## config.mk

```make
export PLATFORM = sky130hd
export DESIGN_NAME = id_ex_stage_flat
export DESIGN_NICKNAME = d
export VERILOG_FILES = /design/src/rtl/id_ex_stage_if.sv /design/src/rtl/id_ex_stage.sv /design/src/flat_wrapper.sv
export SDC_FILE = /design/constraint.sdc
export NUM_CORES = 1
export LEC_CHECK = 0
export BUFFER_PORTS_ARGS = -buffer_cell sky130_fd_sc_hd__buf_2
export CAP_MARGIN = 20
export CORE_MARGIN = 4
export CORE_UTILIZATION = 45
export CTS_CLUSTER_SIZE = 10
export DETAILED_ROUTE_END_ITERATION = 10
export PLACE_DENSITY = 0.77
export REMOVE_ABC_BUFFERS = 1
export SETUP_SLACK_MARGIN = 0.02
export SYNTH_ARGS = -nofsm -noshare
export SYNTH_HDL_FRONTEND = slang
export SYNTH_SLANG_ARGS = --single-unit
export TNS_END_PERCENT = 20
```

## constraint.sdc

```tcl
create_clock -name clk -period 4 [get_ports clk]
set_clock_uncertainty 0.15 [all_clocks]
set_input_delay 0.8 -clock clk [delete_from_list [all_inputs] [get_ports clk]]
set_output_delay 0.8 -clock clk [all_outputs]
set_load 0.05 [all_outputs]
```

## src/rtl/id_ex_stage_if.sv

```systemverilog
// ID/EX boundary bundle: decode-side fields, register bank read data, writeback
// snoop, pipeline control and the registered execute-side fields.
interface id_ex_stage_if #(
    parameter int WIDTH     = 8,
    parameter int ADD_WIDTH = 5,
    parameter int OP_WIDTH  = 4
);
    logic                 id_valid;
    logic [OP_WIDTH-1:0]  id_op;
    logic [ADD_WIDTH-1:0] id_rs1;
    logic [ADD_WIDTH-1:0] id_rs2;
    logic                 id_use_rs2;
    logic [ADD_WIDTH-1:0] id_rd;
    logic                 id_wen;
    logic                 id_mem_read;
    logic [WIDTH-1:0]     id_imm;
    logic [WIDTH-1:0]     rd_data1;
    logic [WIDTH-1:0]     rd_data2;
    logic                 wb_en;
    logic [ADD_WIDTH-1:0] wb_reg;
    logic [WIDTH-1:0]     wb_data;
    logic                 flush;
    logic                 ex_hold;
    logic                 stall;
    logic                 ex_valid;
    logic [OP_WIDTH-1:0]  ex_op;
    logic [WIDTH-1:0]     ex_a;
    logic [WIDTH-1:0]     ex_b;
    logic [WIDTH-1:0]     ex_imm;
    logic [ADD_WIDTH-1:0] ex_rd;
    logic                 ex_wen;
    logic                 ex_mem_read;
    logic [7:0]           stall_cnt;

    modport master (
        output id_valid, id_op, id_rs1, id_rs2, id_use_rs2, id_rd, id_wen,
               id_mem_read, id_imm, rd_data1, rd_data2, wb_en, wb_reg, wb_data,
               flush, ex_hold,
        input  stall, ex_valid, ex_op, ex_a, ex_b, ex_imm, ex_rd, ex_wen,
               ex_mem_read, stall_cnt
    );

    modport slave (
        input  id_valid, id_op, id_rs1, id_rs2, id_use_rs2, id_rd, id_wen,
               id_mem_read, id_imm, rd_data1, rd_data2, wb_en, wb_reg, wb_data,
               flush, ex_hold,
        output stall, ex_valid, ex_op, ex_a, ex_b, ex_imm, ex_rd, ex_wen,
               ex_mem_read, stall_cnt
    );
endinterface

```

## src/rtl/id_ex_stage.sv

```systemverilog
// ID/EX pipeline register with writeback bypass, load-use bubble insertion,
// flush/hold handling and a saturating hazard-stall counter.
module id_ex_stage #(
    parameter int WIDTH     = 8,
    parameter int ADD_WIDTH = 5,
    parameter int OP_WIDTH  = 4
) (
    input logic           clk,
    input logic           rst_n,
    id_ex_stage_if.slave  bus
);
    logic [WIDTH-1:0]     op_a;
    logic [WIDTH-1:0]     op_b;
    logic                 haz;

    logic                 valid_q;
    logic [OP_WIDTH-1:0]  op_q;
    logic [WIDTH-1:0]     a_q;
    logic [WIDTH-1:0]     b_q;
    logic [WIDTH-1:0]     imm_q;
    logic [ADD_WIDTH-1:0] rd_q;
    logic                 wen_q;
    logic                 mem_read_q;
    logic [7:0]           cnt_q;

    // Register 0 is hard-wired, so a write to it must never be forwarded.
    always_comb begin
        op_a = bus.rd_data1;
        op_b = bus.rd_data2;
        if (bus.wb_en && bus.wb_reg != '0 && bus.wb_reg == bus.id_rs1)
            op_a = bus.wb_data;
        if (bus.wb_en && bus.wb_reg != '0 && bus.wb_reg == bus.id_rs2)
            op_b = bus.wb_data;
    end

    always_comb begin
        haz = bus.id_valid && valid_q && mem_read_q && rd_q != '0 &&
              (rd_q == bus.id_rs1 || (bus.id_use_rs2 && rd_q == bus.id_rs2));
    end

    always_ff @(posedge clk) begin
        if (!rst_n) begin
            valid_q    <= 1'b0;
            op_q       <= '0;
            a_q        <= '0;
            b_q        <= '0;
            imm_q      <= '0;
            rd_q       <= '0;
            wen_q      <= 1'b0;
            mem_read_q <= 1'b0;
            cnt_q      <= '0;
        end else if (bus.flush) begin
            valid_q    <= 1'b0;
            wen_q      <= 1'b0;
            mem_read_q <= 1'b0;
        end else if (bus.ex_hold) begin
            valid_q    <= valid_q;
        end else if (haz) begin
            // Bubble: only the control bits are cleared; data fields are don't-care.
            valid_q    <= 1'b0;
            wen_q      <= 1'b0;
            mem_read_q <= 1'b0;
            if (cnt_q != '1)
                cnt_q <= cnt_q + 8'd1;
        end else begin
            valid_q    <= bus.id_valid;
            op_q       <= bus.id_op;
            a_q        <= op_a;
            b_q        <= op_b;
            imm_q      <= bus.id_imm;
            rd_q       <= bus.id_rd;
            wen_q      <= bus.id_valid && bus.id_wen;
            mem_read_q <= bus.id_valid && bus.id_mem_read;
        end
    end

    assign bus.stall       = rst_n && (haz || bus.ex_hold);
    assign bus.ex_valid    = valid_q;
    assign bus.ex_op       = op_q;
    assign bus.ex_a        = a_q;
    assign bus.ex_b        = b_q;
    assign bus.ex_imm      = imm_q;
    assign bus.ex_rd       = rd_q;
    assign bus.ex_wen      = wen_q;
    assign bus.ex_mem_read = mem_read_q;
    assign bus.stall_cnt   = cnt_q;
endmodule
```

## src/flat_wrapper.sv

```systemverilog
// flat-port wrapper written by rule: the top's interface ports become plain ports
module id_ex_stage_flat 
#(
    parameter int WIDTH     = 8,
    parameter int ADD_WIDTH = 5,
    parameter int OP_WIDTH  = 4
)
  (clk, rst_n, bus_id_valid, bus_id_op, bus_id_rs1, bus_id_rs2, bus_id_use_rs2, bus_id_rd, bus_id_wen, bus_id_mem_read, bus_id_imm, bus_rd_data1, bus_rd_data2, bus_wb_en, bus_wb_reg, bus_wb_data, bus_flush, bus_ex_hold, bus_stall, bus_ex_valid, bus_ex_op, bus_ex_a, bus_ex_b, bus_ex_imm, bus_ex_rd, bus_ex_wen, bus_ex_mem_read, bus_stall_cnt);
  id_ex_stage_if #(.WIDTH(WIDTH), .ADD_WIDTH(ADD_WIDTH), .OP_WIDTH(OP_WIDTH)) bus_i ();
  input logic clk;
  input logic rst_n;
  input wire logic [$bits(bus_i.id_valid)-1:0] bus_id_valid;
  input wire logic [$bits(bus_i.id_op)-1:0] bus_id_op;
  input wire logic [$bits(bus_i.id_rs1)-1:0] bus_id_rs1;
  input wire logic [$bits(bus_i.id_rs2)-1:0] bus_id_rs2;
  input wire logic [$bits(bus_i.id_use_rs2)-1:0] bus_id_use_rs2;
  input wire logic [$bits(bus_i.id_rd)-1:0] bus_id_rd;
  input wire logic [$bits(bus_i.id_wen)-1:0] bus_id_wen;
  input wire logic [$bits(bus_i.id_mem_read)-1:0] bus_id_mem_read;
  input wire logic [$bits(bus_i.id_imm)-1:0] bus_id_imm;
  input wire logic [$bits(bus_i.rd_data1)-1:0] bus_rd_data1;
  input wire logic [$bits(bus_i.rd_data2)-1:0] bus_rd_data2;
  input wire logic [$bits(bus_i.wb_en)-1:0] bus_wb_en;
  input wire logic [$bits(bus_i.wb_reg)-1:0] bus_wb_reg;
  input wire logic [$bits(bus_i.wb_data)-1:0] bus_wb_data;
  input wire logic [$bits(bus_i.flush)-1:0] bus_flush;
  input wire logic [$bits(bus_i.ex_hold)-1:0] bus_ex_hold;
  output wire logic [$bits(bus_i.stall)-1:0] bus_stall;
  output wire logic [$bits(bus_i.ex_valid)-1:0] bus_ex_valid;
  output wire logic [$bits(bus_i.ex_op)-1:0] bus_ex_op;
  output wire logic [$bits(bus_i.ex_a)-1:0] bus_ex_a;
  output wire logic [$bits(bus_i.ex_b)-1:0] bus_ex_b;
  output wire logic [$bits(bus_i.ex_imm)-1:0] bus_ex_imm;
  output wire logic [$bits(bus_i.ex_rd)-1:0] bus_ex_rd;
  output wire logic [$bits(bus_i.ex_wen)-1:0] bus_ex_wen;
  output wire logic [$bits(bus_i.ex_mem_read)-1:0] bus_ex_mem_read;
  output wire logic [$bits(bus_i.stall_cnt)-1:0] bus_stall_cnt;
  assign bus_i.id_valid = bus_id_valid;
  assign bus_i.id_op = bus_id_op;
  assign bus_i.id_rs1 = bus_id_rs1;
  assign bus_i.id_rs2 = bus_id_rs2;
  assign bus_i.id_use_rs2 = bus_id_use_rs2;
  assign bus_i.id_rd = bus_id_rd;
  assign bus_i.id_wen = bus_id_wen;
  assign bus_i.id_mem_read = bus_id_mem_read;
  assign bus_i.id_imm = bus_id_imm;
  assign bus_i.rd_data1 = bus_rd_data1;
  assign bus_i.rd_data2 = bus_rd_data2;
  assign bus_i.wb_en = bus_wb_en;
  assign bus_i.wb_reg = bus_wb_reg;
  assign bus_i.wb_data = bus_wb_data;
  assign bus_i.flush = bus_flush;
  assign bus_i.ex_hold = bus_ex_hold;
  assign bus_stall = bus_i.stall;
  assign bus_ex_valid = bus_i.ex_valid;
  assign bus_ex_op = bus_i.ex_op;
  assign bus_ex_a = bus_i.ex_a;
  assign bus_ex_b = bus_i.ex_b;
  assign bus_ex_imm = bus_i.ex_imm;
  assign bus_ex_rd = bus_i.ex_rd;
  assign bus_ex_wen = bus_i.ex_wen;
  assign bus_ex_mem_read = bus_i.ex_mem_read;
  assign bus_stall_cnt = bus_i.stall_cnt;
  id_ex_stage #(.WIDTH(WIDTH), .ADD_WIDTH(ADD_WIDTH), .OP_WIDTH(OP_WIDTH)) u_core (.clk(clk), .rst_n(rst_n), .bus(bus_i));
endmodule
```

# After elaboration in Yosys (flattened, before gate mapping)
# Cells that the tools add are included.
# totals
out_inout_bits,45
wordCells,42
ff_bits,44
# op_classes
eq_ne,5
add_sub_neg,1
n_mux,5
bitwise,4
reduce_logical,18
# ops
cell,count
5-bit == test,4
8-bit 2-to-1 mux,2
1-bit logical AND,11
5-bit nonzero test,2
"8-bit by 1-bit adder with 8-bit output, second input constant",1
"8-bit != test, second input constant",1
1-bit inverter,4
4-bit AND reduction,1
1-bit 2-to-1 mux,3
3-bit AND reduction,1
1-bit logical OR,2
2-bit OR reduction,1

# Logic depth before layout (Yosys ltp)
# Gate-level depths: netlist (run 1).
# logic_depth
ltp_word,6
mapped_depth,7
depth_no_buf,6

# Worst setup path after synthesis (run 1)
# Ideal clock, no wire load.
# synth_path
path_type,input port to output port
from,input bus_id_rs2[3]
to,output bus_stall
cell_stages,6
arrival_time_ns,2.149
slack_ns,0.901
t_required_ns,3.050
n_path_buf,1
cell_sequence,xor2_1 -> nor4_2 -> a32oi_2 -> buf_6 -> nor2_1 -> o21a_1
# synth_between
elab_chain_len,6
# synth_rtl
element,line,source
from (decl),flat_wrapper.sv:15,input wire logic [$bits(bus_i.id_rs2)-1:0] bus_id_rs2;
5-bit == test,id_ex_stage.sv:38,(rd_q == bus.id_rs1 || (bus.id_use_rs2 && rd_q == bus.id_rs2));
1-bit logical AND,id_ex_stage.sv:38,
1-bit logical OR,id_ex_stage.sv:38,
1-bit logical AND,id_ex_stage.sv:37,haz = bus.id_valid && valid_q && mem_read_q && rd_q != '0 &&
1-bit logical OR,id_ex_stage.sv:77,assign bus.stall = rst_n && (haz || bus.ex_hold);
1-bit logical AND,id_ex_stage.sv:77,
to (decl),flat_wrapper.sv:28,output wire logic [$bits(bus_i.stall)-1:0] bus_stall;
# No other way between the ends.

# Worst setup path after layout (run 1)
# Same ends and word-level chain as after synthesis.

==> results of run 1 <==
-- flip-flops by register name, summed over array words and instances (netlist names) --
| signal | count |
|---|---|
| u_core.bus.ex_a | 8 |
| u_core.bus.ex_b | 8 |
| u_core.bus.ex_imm | 8 |
| u_core.bus.stall_cnt | 8 |
| u_core.bus.ex_rd | 5 |
| u_core.bus.ex_op | 4 |
| u_core.bus.ex_mem_read | 1 |
| u_core.bus.ex_valid | 1 |
| u_core.bus.ex_wen | 1 |
-- final timing paths --
check                       from             endpoint  slack [ps]  cells past startpoint
max reg2reg  u_core.bus.ex_rd[1]  u_core.bus.ex_op[3]        1270                      4
min reg2reg  u_core.bus.ex_op[1]  u_core.bus.ex_op[1]         310                      2
max                bus_id_rs2[3]            bus_stall         810                      8
min          u_core.bus.ex_op[1]  u_core.bus.ex_op[1]         310                      2
-- per-stage QoR --
stage / setup slack (ps) / hold slack, ps
final: 807 / 309
after global routing: 696 / 328
after CTS: 802 / 311
after detailed placement: 806 / 294
after global placement: 817 / 289
after floorplan: 930 / 519
-- power by group --
part / switching [mW] / total (mW) / leakage, nW / internal, mW
combinational: 0.149 / 0.228 / 1.11 / 0.0787
sequential: 0.0130 / 0.469 / 0.359 / 0.456
clock: 0.144 / 0.285 / 0.0455 / 0.141
-- per-layer routing --
layer	wire, µm	track usage (%)
met1	2870	24.9
met2	2880	31.1
met3	651	5.92
met4	25	3.99
met5	0	0
-- cell usage after synthesis, drive strengths merged (2+ instances only) --
cell    instances
nand2          62
dfxtp          44
mux2i          39
o21ai          19
a21boi         16
and3           16
clkbuf         13
xor2           13
nand2b          7
xnor2           7
buf             5
nor4            5
nand3           4
a21oi           3
nor2            3
nor3            3
o21a            3
or3             3
a211oi          2
and4            2
o211ai          2
-- tightest hold or removal path, delay by kind of cell (launching register included) --
kind,cells,cell delay (ps)
DFF,1,320
muxes,1,50
and+or+nand+nor,1,50
-- layout make-up --
class / count / area [µm²]
fillers: 494 / 2100
multi-input cells: 219 / 1470
flip-flops and latches: 44 / 881
repair buffers: 113 / 576
clock buffers: 8 / 90.1
well taps: 70 / 87.6
inverters: 1 / 3.75
-- cells in the final DEF, fill, tap and decap left out, drive strengths merged, types with 3 or more instances in the layout --
| cell type | Yosys | routed |
|---|---|---|
| nand2b | 7 | 7 |
| clkbuf | 13 | 8 |
| or3 | 3 | 3 |
| o21a | 3 | 3 |
| dfxtp | 44 | 44 |
| and3 | 16 | 16 |
| nor2 | 3 | 3 |
| nand2 | 62 | 62 |
| xor2 | 13 | 13 |
| nor3 | 3 | 3 |
| mux2i | 39 | 39 |
| nand3 | 4 | 4 |
| nor4 | 5 | 5 |
| o21ai | 19 | 19 |
| a21oi | 3 | 3 |
| buf | 5 | 113 |
| xnor2 | 7 | 7 |
| a21boi | 16 | 16 |
-- cells by family after synthesis --
kind of cell | after synthesis | share of synthesized area [%]
and+or+nand+nor | 109 | 21.5
AOI/OAI and AO/OA | 50 | 14.7
DFF | 44 | 35.8
muxes | 39 | 15.9
xor gates and xnor gates | 20 | 7.11
buffers and inverters | 19 | 4.52
adders and majority gates | 1 | 0.508
==> flow_summary_export.csv, run 1 <==
group,metric,value,unit
floorplan,initial_utilization,47.3,%
setup_path,cp.arrival,2240,ps
cts,clock_latency,290,ps
yosys,yosys.area.top_type,"dfxtp_1",
yosys,async_flop_share,0,%
drt,post_drt_via_cell_ratio,5.15,
power_and_ir_drop,total_power,982,µW
global_routing,gr-usage-all-layers,19.1,%
placed_design,io_buffer_count,109,
setup_path,end_kind,"primary output",
yosys,synth_top_area_share,35.8,%
floorplan,die_x,82.0,µm
cts,htreeDepth,2,
cts,cts.path.max_buffers,2,
floorplan,rows,26,
sta,fin_crit_sh,79.8,%
cells_and_area,post-route-util,59.7,%
yosys,syn_area_per_cell,8.73,µm²
global_routing,grt_pass1_wl,10.1,mm
sta,timing.final.crit_period,3190,ps
setup_path,crit_required,3050,ps
cells_and_area,diodes,0,
yosys,synth.cell_area,2460,µm²
cells_and_area,drive_gt1_share,32.2,%
worst_hold_path,min_path_type,"flip-flop to flip-flop",
sta,fmax,313,MHz
run,drv_cap,0,
yosys,yosys_warnings,0,
yosys,yosysSeqAreaShare,35.8,%
sta,rsz0062_at_grt,"no",
sta,tns,0,ps
cells_and_area,nets,450,
power_and_ir_drop,peakVddDrop,0.186,mV
cts,cts.sinks,44,
sta,slew_headroom,34.1,%
cts,cts_tree,"done",
sta,setup_viol,0,
drt,drt_iter0_markers,74,
sta,worst_pin_slew,989,ps
power_and_ir_drop,power_density,316,nW/µm²
floorplan,io_pins,110,
yosys,synth-seq-cells,44,
yosys,netlist_instances,282,
drt,first_pass_iters,5,
cells_and_area,syn_to_final_growth,26.2,%
setup_path,worstPathMaxFanout,15,
yosys,yosys-top-cells-area,"dfxtp_1 36%, mux2i_1 16%, nand2_1 9.5%",
power_and_ir_drop,leakage,1.52,nW
setup_path,crit_slowest_cell,"nor4_2",
global_routing,grt_start_max_net_pins,83,
drt,drc,0,
setup_path,crit_top_cell,"buf_2",
sta,final_hold_viol_count,0,
cts,cts_hold_buf,0,
yosys,ys_types,37,
placed_design,gp_congestion,0.751,
placed_design,hpwl,4.79,mm
cells_and_area,design_area,3110,µm²
drt,num_vias,2345,
global_routing,grt-ovfl-total,0,
yosys,synth_edf_count,0,
sta,drv_slew,0,
yosys,synth_ff_type,"dfxtp_1",
floorplan,die_height,82.0,µm
floorplan,die-area,6720,µm²
setup_path,crit_buf_inv,3,
placed_design,dpl_cell_area,3020,µm²
setup_path,crit_path_start_kind,"primary input",
cts,numCtsBuffers,5,
cts,postCtsSetupRepairBufs,0,
setup_path,worstPathCellList,"buf_2, xor2_1, nor4_2, a32oi_2, buf_4, nor2_1, o21a_1, buf_2",
cells_and_area,final_cells,455,
cts,clk_pin_slew,80,ps
placed_design,placed_cells,447,
setup_path,crit_family,"buffers and inverters",
setup_path,slowest_delay,330,ps
drt,avgRoutedWirePerCell,14.1,µm
drt,postRouteWirelength,6.43,mm
floorplan,core_area,5200,µm²
setup_path,critPathKind,"primary input to primary output",
cts,cts_resized,0,
global_routing,grt_antenna_before_repair,0,
status,status,"finished, final reports clean",
cts,root_buffer,"clkbuf_8",
global_routing,grt_pass1_vias,2165,
drt,final_antenna_net_count,0,
(Power assumes the default switching activity.)
==> run 2: changes to the inputs <==
--- a/config.mk
+++ b/config.mk
@@ -8,7 +8,7 @@
 export BUFFER_PORTS_ARGS = -buffer_cell sky130_fd_sc_hd__buf_2
 export CAP_MARGIN = 20
 export CORE_MARGIN = 4
-export CORE_UTILIZATION = 45
+export CORE_UTILIZATION = 43
 export CTS_CLUSTER_SIZE = 10
 export DETAILED_ROUTE_END_ITERATION = 10
 export PLACE_DENSITY = 0.77
==> constraint.sdc (replaced) <==
create_clock -name clk -period 2.65 [get_ports clk]
set_clock_uncertainty 0.15 [all_clocks]
set_input_delay 0.53 -clock clk [delete_from_list [all_inputs] [get_ports clk]]
set_output_delay 0.53 -clock clk [all_outputs]
set_load 0.05 [all_outputs]
==> run 2 against run 1 <==
  * Final area increased by 2.5%
  * Critical path type is now flip-flop to primary output
  * Sequential cell count is the same
  * Highest routed layer unchanged
  * Sequential power increased by 51%
  * Largest cell class unchanged
  * Largest power group unchanged
  * Total power rose by 64%
==> flow_summary_export.csv, run 2 (synthesis results as in run 1) <==
group,metric,value,unit
cells_and_area,regArea,883,µm²
setup_path,reg2reg_depth,6,
drt,postRouteWirelength,6.46,mm
setup_path,worstPathMaxFanout,5,
sta,fin_hold_ws,307,ps
sta,setup_slack,142,ps
floorplan,core_area,5540,µm²
worst_hold_path,min_path_type,"flip-flop to flip-flop",
drt,avgRoutedWirePerCell,14.0,µm
cts,cts_tree,"done",
drt,drc,0,
floorplan,initial_utilization,44.4,%
setup_path,crit_required,1970,ps
cells_and_area,drive_gt1_share,33.8,%
power_and_ir_drop,leakage,1.56,nW
floorplan,io_pins,110,
sta,fin_crit_sh,94.7,%
power_and_ir_drop,seqPwrFrac,43.8,%
status,status,"finished, final reports clean",
power_and_ir_drop,total_power,1.61,mW
floorplan,die_height,83.7,µm
cts,htreeDepth,2,
sta,fmax,399,MHz
cells_and_area,syn_to_final_growth,29.3,%
cts,cts.sinks,44,
setup_path,crit_path_start_kind,"flip-flop",
floorplan,die_x,83.7,µm
setup_path,rrSetupSlack,440,ps
worst_hold_path,min_from,"u_core.bus.ex_a[1]",
power_and_ir_drop,power_density,506,nW/µm²
cells_and_area,post-route-util,57.5,%
cts,root_buffer,"clkbuf_8",
global_routing,grt_antenna_before_repair,0,
global_routing,gr-usage-all-layers,18.2,%
cts,cts_hold_buf,0,
cells_and_area,multi_input_area,1470,µm²
cts,clock_latency,290,ps
placed_design,io_buffer_count,109,
sta,rsz0062_at_grt,"no",
power_and_ir_drop,power.internal,1.14,mW
cts,clk_pin_slew,80,ps
sta,final_hold_viol_count,0,
setup_path,cp.arrival,1830,ps
sta,timing.final.crit_period,2510,ps
worst_hold_path,min_to,"u_core.bus.ex_a[1]",
sta,worst_pin_slew,746,ps
cts,postCtsSetupRepairBufs,0,
cells_and_area,final_cell_mix,"109 x buf_2, 62 x nand2_1, 42 x dfxtp_1",
global_routing,grt-ovfl-total,0,
power_and_ir_drop,switching_share,29.1,%
drt,post_drt_via_cell_ratio,5.18,
cells_and_area,final_common_cell,"buf_2",
worst_hold_path,worstHoldPathCells,2,
setup_path,r2r-end,"u_core.bus.ex_imm[2]",
placed_design,hpwl,4.79,mm
cts,numCtsBuffers,5,
cells_and_area,fill_cells,531,
sta,setup_viol,0,
drt,first_pass_iters,4,
setup_path,critPathKind,"flip-flop to primary output",
placed_design,post-place-ws,185,ps
power_and_ir_drop,clockPowerShare,34.7,%
drt,final_antenna_net_count,0,
power_and_ir_drop,power_switching,470,µW
placed_design,placed_cells,452,
sta,slew_headroom,50.3,%
global_routing,grt_pass1_vias,2323,
global_routing,grt_pass1_wl,10.8,mm
cells_and_area,nets,453,
drt,num_vias,2385,
setup_path,end_kind,"primary output",
cts,cts.path.max_buffers,2,
placed_design,gp_congestion,0.869,
cells_and_area,final_cells,460,
power_and_ir_drop,peakVddDrop,0.244,mV
power_and_ir_drop,comb_power_share,21.5,%
floorplan,rows,27,
drt,drt_iter0_markers,89,
floorplan,die-area,7000,µm²
run,drv_cap,0,
sta,drv_slew,0,
setup_path,reg2reg_from,"u_core.bus.ex_rd[1]",
cells_and_area,diodes,0,
global_routing,grt_start_max_net_pins,83,
run 2: cell count changes in the layout (fill, tap and decap cells not counted), sizes merged:
cell,before,now
buf,113,116
bufinv,0,1
clkbuf,8,7
run 2: how the worst max path moves through the flow:
stage / start / end / slack, ps
after global placement: bus_id_rs2[3] / bus_stall / 190
after detailed placement: bus_id_rs2[3] / bus_stall / 190
final: u_core.bus.ex_rd[1] / bus_stall / 140
after floorplan: u_core.bus.ex_rd[3] / bus_stall / -50
after CTS: u_core.bus.ex_rd[1] / bus_stall / 70
after global routing: u_core.bus.ex_rd[3] / bus_stall / 30
run 2: timing repair:
item                                    CTS  global route
resized for setup                         0             2
endpoints found under the hold margin     0             0
endpoints found under the setup margin    0             1
run 2: area by class of cell:
cell class | count | area share (%)
clock buffer | 7 | 3.03
clock inverter | 1 | 0.943
inverter | 1 | 0.118
multi-input combinational | 219 | 46.2
sequential | 44 | 27.7
tap | 72 | 2.83
timing repair buffer | 116 | 19.2
run 2: power by group through the flow:
stage | Combinational [mW] | Sequential, mW | Clock [mW]
2_1_floorplan | 0.116 | 0.815 | 0
3_3_place_gp | 0.342 | 0.721 | 0
3_5_place_dp | 0.349 | 0.722 | 0
4_1_cts | 0.350 | 0.707 | 0.583
5_1_grt | 0.376 | 0.711 | 0.612
6_report | 0.347 | 0.707 | 0.559
run 2: worst max-delay path, cell delays in order, from the launching register on:
cell	delay [ps]
dfxtp_2	360
or4_4	550
o2111ai_4	200
nor2_1	60
o21a_1	170
buf_2	210
run 2: metrics by stage:
step           TNS [ps]  cell area [µm²]
2_1_floorplan      -466             2350
3_3_place_gp          0             3060
3_5_place_dp          0             3060
4_1_cts               0             3180
5_1_grt               0             3180
6_report              0             3180
run 2: routing by layer:
metal | routed length (µm) | part of all wire, % | track usage [%]
met1 | 2930 | 45 | 23.6
met2 | 3010 | 47 | 30.7
met3 | 498 | 7.7 | 5.23
met4 | 18 | 0.28 | 2.63
met5 | 0 | 0 | 0
==> run 3: changes to the inputs <==
--- a/config.mk
+++ b/config.mk
@@ -12,8 +12,6 @@
 export CTS_CLUSTER_SIZE = 10
 export DETAILED_ROUTE_END_ITERATION = 10
 export PLACE_DENSITY = 0.77
-export REMOVE_ABC_BUFFERS = 1
-export SETUP_SLACK_MARGIN = 0.02
 export SYNTH_ARGS = -nofsm -noshare
 export SYNTH_HDL_FRONTEND = slang
 export SYNTH_SLANG_ARGS = --single-unit
==> run 3 against run 2 <==
  * Non-clock buffer count stayed put
  * Final area rose by 0.31%
  * Worst setup slack got worse by 4.4 ps
  * First-iteration DRC count rose by 18%
  * Clock power decreased by 2%
  * Total power fell by 0.62%
  * Largest cell class unchanged
  * Sequential cell count unchanged
  * Sequential power hardly changed
  * Largest power group unchanged
==> flow_summary_export.csv, run 3 (synthesis results as in run 1) <==
group,metric,value,unit
placed_design,placed_cells,452,
sta,rsz0062_at_grt,"no",
cts,numCtsBuffers,5,
sta,fin_hold_ws,307,ps
setup_path,r2r-end,"u_core.bus.ex_rd[1]",
drt,avgRoutedWirePerCell,13.5,µm
setup_path,end_kind,"primary output",
sta,timing.final.crit_period,2510,ps
sta,fin_crit_sh,94.8,%
setup_path,rrSetupSlack,410,ps
cts,postCtsSetupRepairBufs,0,
drt,first_pass_iters,4,
cts,cts.sinks,44,
cts,root_buffer,"clkbuf_8",
floorplan,die_x,83.7,µm
global_routing,grt_start_max_net_pins,83,
sta,worst_pin_slew,428,ps
power_and_ir_drop,power_density,502,nW/µm²
cells_and_area,design_area,3190,µm²
floorplan,core_area,5540,µm²
drt,drc,0,
floorplan,rows,27,
setup_path,critPathKind,"flip-flop to primary output",
global_routing,grt_pass1_vias,2365,
cells_and_area,nets,453,
drt,postRouteWirelength,6.22,mm
setup_path,worstSetupEndpoint,"bus_stall",
cells_and_area,final_common_cell,"buf_2",
floorplan,die_height,83.7,µm
cts,cts_hold_buf,0,
sta,setup_viol,0,
global_routing,grt_pass1_wl,10.2,mm
worst_hold_path,worstHoldPathCells,2,
cts,cts_resized,0,
floorplan,die-area,7000,µm²
drt,final_antenna_net_count,0,
setup_path,reg2reg_from,"u_core.bus.ex_rd[1]",
cts,clk_pin_slew,90,ps
sta,final_hold_viol_count,0,
drt,num_vias,2404,
global_routing,grt_antenna_before_repair,0,
yosys,syn_nets,348,
cts,cts_tree,"done",
power_and_ir_drop,peakVddDrop,0.291,mV
cells_and_area,fill_cells,530,
drt,drt_iter0_markers,105,
power_and_ir_drop,leakage,1.56,nW
setup_path,cp.arrival,1830,ps
setup_path,startpoint,"u_core.bus.ex_rd[1]",
run,drv_cap,0,
sta,slew_headroom,71.5,%
global_routing,gr-usage-all-layers,17.4,%
sta,fmax,398,MHz
global_routing,grt-ovfl-total,0,
cells_and_area,diodes,0,
floorplan,initial_utilization,44.4,%
placed_design,dpl_cell_area,3070,µm²
placed_design,gp_congestion,0.805,
cells_and_area,drive_gt1_share,34.3,%
sta,tns,0,ps
placed_design,hpwl,4.72,mm
cts,htreeDepth,2,
setup_path,crit_required,1970,ps
status,status,"finished, final reports clean",
setup_path,reg2reg_depth,6,
drt,post_drt_via_cell_ratio,5.23,
sta,drv_slew,0,
placed_design,io_buffer_count,109,
cts,cts.path.max_buffers,2,
worst_hold_path,min_path_type,"flip-flop to flip-flop",
cells_and_area,final_cells,460,
cts,clock_latency,290,ps
setup_path,crit_path_start_kind,"flip-flop",
floorplan,io_pins,110,
cells_and_area,syn_to_final_growth,29.7,%
setup_path,worstPathMaxFanout,5,
cells_and_area,final_cell_mix,"109 x buf_2, 62 x nand2_1, 40 x dfxtp_1",
## run 3: metrics by stage
| step | util, % | power, mW | setup WS (ps) |
|---|---|---|---|
| floorplan | - | 0.957 | 66.6 |
| global placement | 55.5 | 1.06 | 189 |
| detailed placement | 55.5 | 1.07 | 179 |
| CTS | 57.7 | 1.63 | 113 |
| global route | 57.7 | 1.69 | 6.73 |
| finish | 57.7 | 1.60 | 137 |
## run 3: layout make-up
type / instances / area [µm²] / area share, %
Clock inverter: 2 / 38.8 / 1.21
Inverter: 1 / 3.75 / 0.118
Tap cell: 72 / 90.1 / 2.82
Multi-Input combinational cell: 219 / 1470 / 46.0
Clock buffer: 6 / 82.6 / 2.59
Sequential cell: 44 / 886 / 27.7
Timing Repair Buffer: 116 / 623 / 19.5
## run 3: power by group
part,internal (mW),leakage (nW),total [mW],switching (mW)
clock,0.309,0.0614,0.549,0.241
combinational,0.124,1.14,0.346,0.222
sequential,0.689,0.361,0.708,0.0189
## run 3: critical path: stages (launching register included)
cell,delay (ps)
dfxtp_2,360
or4_4,560
o2111ai_4,200
nor2_1,60
o21a_1,160
buf_2,210
## run 3: metal layers
| layer | GRT usage, % | vias to the layer above | routed length, µm |
|---|---|---|---|
| met5 | 0 | - | 0 |
| met4 | 6.14 | 0 | 123 |
| met3 | 6.32 | 14 | 509 |
| met2 | 29.9 | 86 | 3000 |
| met1 | 19.6 | 1106 | 2590 |
| li1 | - | 1198 | - |
## run 3: worst min-delay path by stage
stage / startpoint / endpoint / slack [ps]
global route: bus_id_rd[2] / u_core.bus.ex_rd[2] / 310
CTS: bus_id_imm[4] / u_core.bus.ex_imm[4] / 310
floorplan: u_core.bus.ex_rd[3] / u_core.bus.ex_rd[3] / 440
global placement: u_core.bus.ex_imm[0] / u_core.bus.ex_imm[0] / 290
finish: u_core.bus.ex_imm[4] / u_core.bus.ex_imm[4] / 310
detailed placement: u_core.bus.ex_imm[4] / u_core.bus.ex_imm[4] / 300
